**config.mk**
```make
export PLATFORM = sky130hd
export DESIGN_NAME = switch_debouncer
export DESIGN_NICKNAME = d
export VERILOG_FILES = /design/src/rtl/switch_debouncer.sv
export SDC_FILE = /design/constraint.sdc
export NUM_CORES = 1
export LEC_CHECK = 0
export BUFFER_PORTS_ARGS = -buffer_cell sky130_fd_sc_hd__buf_4
export CELL_PAD_IN_SITES_DETAIL_PLACEMENT = 2
export CELL_PAD_IN_SITES_GLOBAL_PLACEMENT = 2
export CORE_UTILIZATION = 30
export CTS_BUF_LIST = sky130_fd_sc_hd__clkbuf_2 sky130_fd_sc_hd__clkbuf_4 sky130_fd_sc_hd__clkbuf_8
export DETAILED_ROUTE_END_ITERATION = 6
export GPL_TIMING_DRIVEN = 1
export MAX_ROUTING_LAYER = met4
export PLACE_DENSITY = 0.7
export SYNTH_ARGS = -nofsm -noshare
export SYNTH_HDL_FRONTEND = slang
export SYNTH_SLANG_ARGS = --single-unit
export TNS_END_PERCENT = 1
```
**constraint.sdc**
```tcl
create_clock -name clk -period 1.75 [get_ports clk]
set_clock_uncertainty 0.05 [all_clocks]
set_input_delay 0.2625 -clock clk [delete_from_list [all_inputs] [get_ports clk]]
set_output_delay 0.2625 -clock clk [all_outputs]
set_load 0.05 [all_outputs]
```
**src/rtl/switch_debouncer.sv**
```systemverilog
// Two-flop synchronizer plus per-bit stability counter for board slide switches.
// sw_db only takes a new level after it has been seen for DEBOUNCE_CYCLES consecutive cycles.
module switch_debouncer #(
  parameter int WIDTH           = 3,
  parameter int DEBOUNCE_CYCLES = 4
) (
  input  logic             clk,
  input  logic             rst,
  input  logic [WIDTH-1:0] sw_in,
  output logic [WIDTH-1:0] sw_db,
  output logic [WIDTH-1:0] changed,
  output logic             stable
);

  localparam int CNT_W = $clog2(DEBOUNCE_CYCLES + 1);
  localparam logic [CNT_W-1:0] CNT_MAX = CNT_W'(DEBOUNCE_CYCLES - 1);

  logic [WIDTH-1:0]            s1_reg;
  logic [WIDTH-1:0]            s2_reg;
  logic [WIDTH-1:0]            sw_db_reg;
  logic [WIDTH-1:0]            sw_db_next;
  logic [WIDTH-1:0]            changed_reg;
  logic [WIDTH-1:0]            changed_next;
  logic [WIDTH-1:0][CNT_W-1:0] cnt_reg;
  logic [WIDTH-1:0][CNT_W-1:0] cnt_next;
  logic                        stable_reg;
  logic                        stable_next;

  genvar gi;
  generate
    for (gi = 0; gi < WIDTH; gi++) begin : g_bit
      logic mismatch;
      logic at_max;

      assign mismatch = s2_reg[gi] ^ sw_db_reg[gi];
      assign at_max   = (cnt_reg[gi] == CNT_MAX);

      // A matching sample clears the count, so a glitch mid-count restarts qualification.
      assign cnt_next[gi]     = (mismatch && !at_max) ? cnt_reg[gi] + CNT_W'(1) : '0;
      assign sw_db_next[gi]   = (mismatch && at_max) ? s2_reg[gi] : sw_db_reg[gi];
      assign changed_next[gi] = mismatch && at_max;
    end
  endgenerate

  // s1_reg is what s2_reg will hold after this edge.
  assign stable_next = (cnt_next == '0) && (s1_reg == sw_db_next);

  always_ff @(posedge clk) begin
    if (rst) begin
      s1_reg      <= '0;
      s2_reg      <= '0;
      sw_db_reg   <= '0;
      changed_reg <= '0;
      cnt_reg     <= '0;
      stable_reg  <= 1'b1;
    end else begin
      s1_reg      <= sw_in;
      s2_reg      <= s1_reg;
      sw_db_reg   <= sw_db_next;
      changed_reg <= changed_next;
      cnt_reg     <= cnt_next;
      stable_reg  <= stable_next;
    end
  end

  assign sw_db   = sw_db_reg;
  assign changed = changed_reg;
  assign stable  = stable_reg;

endmodule

```
Word-level counts from Yosys, hierarchy flattened
Index checks and enable logic that the tools add are counted.
W data, S select, Z words.
{ "word_totals": {"regBits": 22, "input_bits": 5, "out_inout_bits": 7, "elab_cells": 35} }
{ "op_classes": {"add_sub_neg": 3, "n_eq_ne": 4, "muxes": 6, "bitwise_logic": 3, "reduce_logical": 11} }
{ "op_table": {"columns": ["cell", "count"], "rows": [
  ["$add A3 B1 Y3 const B", 3],
  ["$eq A3 B2 Y1 const B", 3],
  ["$logic_not A9 Y1", 1],
  ["$mux W3", 3],
  ["$logic_and A1 B1 Y1", 7],
  ["$eq A3 B3 Y1", 1],
  ["$logic_not A1 Y1", 3],
  ["$mux W1", 3],
  ["$xor A1 B1 Y1", 3]
]} }

Logic depth before layout (Yosys ltp)
{ "logic_depth": {"ltp_word": 6, "ltp_mapped": 6, "depth_no_buf": 6} }

Least setup slack after synthesis
Ideal clock, no wire load.
{ "synth_path": {"path_type": "flip-flop to flip-flop", "start": "register sw_db_reg[0], in the netlist sw_db[0]", "end": "register stable_reg, in the netlist stable", "setup_time_ps": 116, "arrival_time_ps": 1350, "required_ps": 1584, "path_slack_ps": 234, "path_stages_with_launch": 5, "path_cell_list": "dfxtp_1 xnor2_1 a311oi_2 a21oi_1 a41o_1"} }
{ "synth_between": {"elab_chain_len": 5, "word_cells_on_any_way": 8, "classes_between": "eq/ne: 1; mux: 2; bitwise: 1; reduce/logical: 4"} }
{ "synth_rtl": {"columns": ["item", "line_no", "text"], "rows": [
  ["from (decl)", "20", "logic [WIDTH-1:0] sw_db_reg;"],
  ["from (signal assigned)", "59", "sw_db_reg <= sw_db_next;"],
  ["$xor A1 B1 Y1", "35", "assign mismatch = s2_reg[gi] ^ sw_db_reg[gi];"],
  ["$logic_and A1 B1 Y1, on equally long branches", "39, 40", null],
  ["$mux W3 or $mux W1 (tied branches)", "39, 40", null],
  ["$logic_not A9 Y1 or $eq A3 B3 Y1 (tied branches)", "46", "assign stable_next = (cnt_next == '0) && (s1_reg == sw_db_next);"],
  ["$logic_and A1 B1 Y1 *", "46", null],
  ["to (signal assigned)", "62", "stable_reg <= stable_next;"],
  ["to (decl)", "26", "logic stable_reg;"]
]} }
Every way passes the cells marked *; elsewhere a longest branch is shown, timed or not.
A chain may end at the register's enable or synchronous reset.

Worst setup path after layout
{ "layout_path": {"start": "register cnt_reg[0] (netlist name)", "end": "register stable_reg, in the netlist stable"} }
{ "layout_between": {"elab_chain_len": 6, "word_cells_on_any_way": 10, "classes_between": "add/sub: 1; eq/ne: 2; mux: 2; reduce/logical: 5"} }
{ "layout_rtl": {"columns": ["item", "line_no", "text"], "rows": [
  ["from (decl)", "24", "logic [WIDTH-1:0][CNT_W-1:0] cnt_reg;"],
  ["from (signal assigned)", "61", "cnt_reg <= cnt_next;"],
  ["parallel branches: the longest is 5 deep, another holds $add A3 B1 Y3", null, null],
  ["$logic_and A1 B1 Y1 *", "46", null]
]} }
Every way passes the cells marked *.

==> results_dict.tcl <==
set metrics [dict create \
    htree_levels 1 \
    worst_pin_slew_ns 0.305 \
    synth.distinct_cells 17 \
    avgViaCountPerCell 4.63 \
    cp_slowest_cell "dfxtp_1" \
    cp.depth 6 \
    slowest_delay_ns 0.39 \
    nFillCells 278 \
    yosys.area.top_type "dfxtp_1" \
    die_y_um 53.6 \
    grt_overflow_total 0 \
    max_freq_mhz 626 \
    clock_latency_ns 0.30 \
    p_leak_uw 0.000378 \
    initial_core_util_pct 32.0 \
    die_width_um 53.6 \
    grt_pass1_wl_um 2640 \
    yosys_warnings 0 \
    design.die.area_um2 2880 \
    grt_use_total_pct 13.6 \
    crit_required_ns 1.91 \
    areaGrowthSynthToFinish_pct 20.7 \
    outcome "finished, final reports clean" \
    io_buffers 11 \
    clockBufferDepth 2 \
    path_delay_family "adder cells" \
    synth_top_area_share_pct 55.1 \
    synth-seq-cells 22 \
    final_cell_area_um2 965 \
    crit_type "reg -> reg" \
    power.total_uw 842 \
    clock_sinks 22 \
    routedWlPerCell_um 12.9 \
    r2r_start "cnt_reg[0]$_SDFF_PP0_" \
    synth_area_leaders "dfxtp_1 (55%), ha_1 (9.4%), nor2_1 (6.1%), xnor2_1 (5.5%), nor2b_1 (4.7%)" \
    antenna_found_initial 0 \
    fin_hold_ws_ns 0.117 \
    layout-drive-gt1-share_pct 22.5 \
    diodes 0 \
    grt_pass1_vias 593 \
    min_path_type "in -> reg" \
    critPathLaunchType "flip-flop" \
    post-cts-setup-buffers 0 \
    drc 0 \
    io_pins 12 \
    max_slew_margin_pct 79.5 \
    finalSetupViolCount 0 \
    hold_viol 0 \
    syn_inst 75 \
    critPathCaptureType "flip-flop" \
    reg2reg_to "stable$_SDFF_PP1_" \
    largest_register_ffs 9 \
    cts_tree "built" \
    cap_violations 0 \
    syn_area_um2 800 \
    root_buffer "clkbuf_4" \
    hold_depth 2 \
    worstPathMaxFanout 4 \
    vdd_drop_max_uv 382 \
    arrival_ns 1.75 \
    vias 551 \
    fin_nets 101 \
    yosysSeqAreaShare_pct 55.1 \
    place_hpwl_um 1140 \
    r2r_slack_ns 0.15 \
    postSynthNetCount 86 \
    routed_wl_um 1540 \
    drt-initial-drc-count 4 \
    path_clk_slew_ns 0.12 \
    slew_violations 0 \
    drtPass1Iterations 2 \
    place_ws_ns 0.101 \
    core_um2 2500 \
    period_share_pct 91.2 \
    avgSynthCellArea_um2 10.7 \
    rr_worst_depth 6 \
    rows 18 \
    ant_nets 0 \
    timing.critical_path.to "stable$_SDFF_PP1_" \
    startpoint "cnt_reg[0]$_SDFF_PP0_" \
    fin_setup_tns_ns 0 \
    fin_ws_ns 0.154 \
    cts_buffers 3 \
    path_cells "ha_1 -> ha_2 -> mux2i_2 -> xnor2_1 -> nor2_1 -> a41o_1" \
    placed_area_um2 916 \
    power.density_nw_per_um2 872 \
    rsz0062_at_grt "false" \
    fin_crit_ns 1.60 \
    gp_congestion 0.676 \
    grt_max_degree 17 \
    cp_num_buf_inv 0 \
]
## metrics by stage
stage,utilization (%),std cells
finish,38.6,119
global route,38.6,119
CTS,38.1,119
detailed placement,36.6,115
global placement,36.6,115
floorplan,-,75
## power by group
part           total, µW  switching (µW)  internal [µW]  leakage, µW
registers            518            6.84            511     0.000179
clock network        276             150            127    0.0000210
logic               46.7            25.2           21.5     0.000178
## worst min path at each step
stage,end,slack (ns),start
after global placement,cnt_reg[6]$_SDFF_PP0_,0.39,cnt_reg[6]$_SDFF_PP0_
final,s1_reg[2]$_SDFF_PP0_,0.12,sw_in[2]
after detailed placement,cnt_reg[3]$_SDFF_PP0_,0.39,cnt_reg[3]$_SDFF_PP0_
after CTS,s1_reg[2]$_SDFF_PP0_,0.1,sw_in[2]
after floorplan,s1_reg[2]$_SDFF_PP0_,0.28,rst
after global routing,s1_reg[0]$_SDFF_PP0_,0.11,sw_in[0]
## cells by family after synthesis
family / Yosys count / share of synthesized area (%)
AND/OR/NAND/NOR: 25 / 15.6
flip-flops: 22 / 55.1
buffers and inverters: 8 / 3.76
XOR/XNOR: 6 / 6.57
adder cells (fa/ha/maj): 6 / 9.39
AO/OA/AOI/OAI: 5 / 5.79
multiplexers: 3 / 3.76
## final cells by class
type / count / area, µm² / area share (%)
flip-flops and latches: 22 / 440 / 45.7
multi-input cells: 45 / 342 / 35.4
inverters: 7 / 26.3 / 2.72
repair buffers: 11 / 82.6 / 8.56
clock buffers: 4 / 36.3 / 3.76
well taps: 30 / 37.5 / 3.89
## cells in the mapped netlist
library cell,count
nor3_1,1
a41o_1,1
a311o_1,1
xnor2_1,5
a311oi_2,1
inv_1,7
nor2_1,13
a21oi_1,1
or3_1,3
nor3b_1,2
xor2_1,1
ha_1,6
mux2i_1,3
dfxtp_1,22
nor2b_1,6
a31oi_1,1
clkbuf_1,1
## cells in the final DEF (no fill, tap or decap)
master / Yosys / layout
mux2i_2: 0 / 2
dfxtp_1: 22 / 22
nor3_1: 1 / 1
nor2_1: 13 / 13
a21oi_1: 1 / 1
a31oi_1: 1 / 1
ha_1: 6 / 4
nor2b_1: 6 / 6
clkbuf_4: 0 / 3
mux2i_1: 3 / 1
a41o_1: 1 / 1
clkbuf_8: 0 / 1
a311oi_2: 1 / 1
inv_1: 7 / 7
buf_4: 0 / 11
xnor2_1: 5 / 5
ha_2: 0 / 2
a311o_1: 1 / 1
nor3b_1: 2 / 2
xor2_1: 1 / 1
or3_1: 3 / 3
## routing by layer
| metal | track usage (%) | wire [µm] |
|---|---|---|
| met1 | 14.6 | 677 |
| met2 | 24.0 | 816 |
| met3 | 3.39 | 33 |
| met4 | 5.26 | 10 |
| met5 | - | 0 |
## what timing repair did
item	in CTS	in global routing
endpoints found under the setup margin	0	1
hold buffers	0	0
resized for setup	0	4
Power figures use the tool's default switching activity.
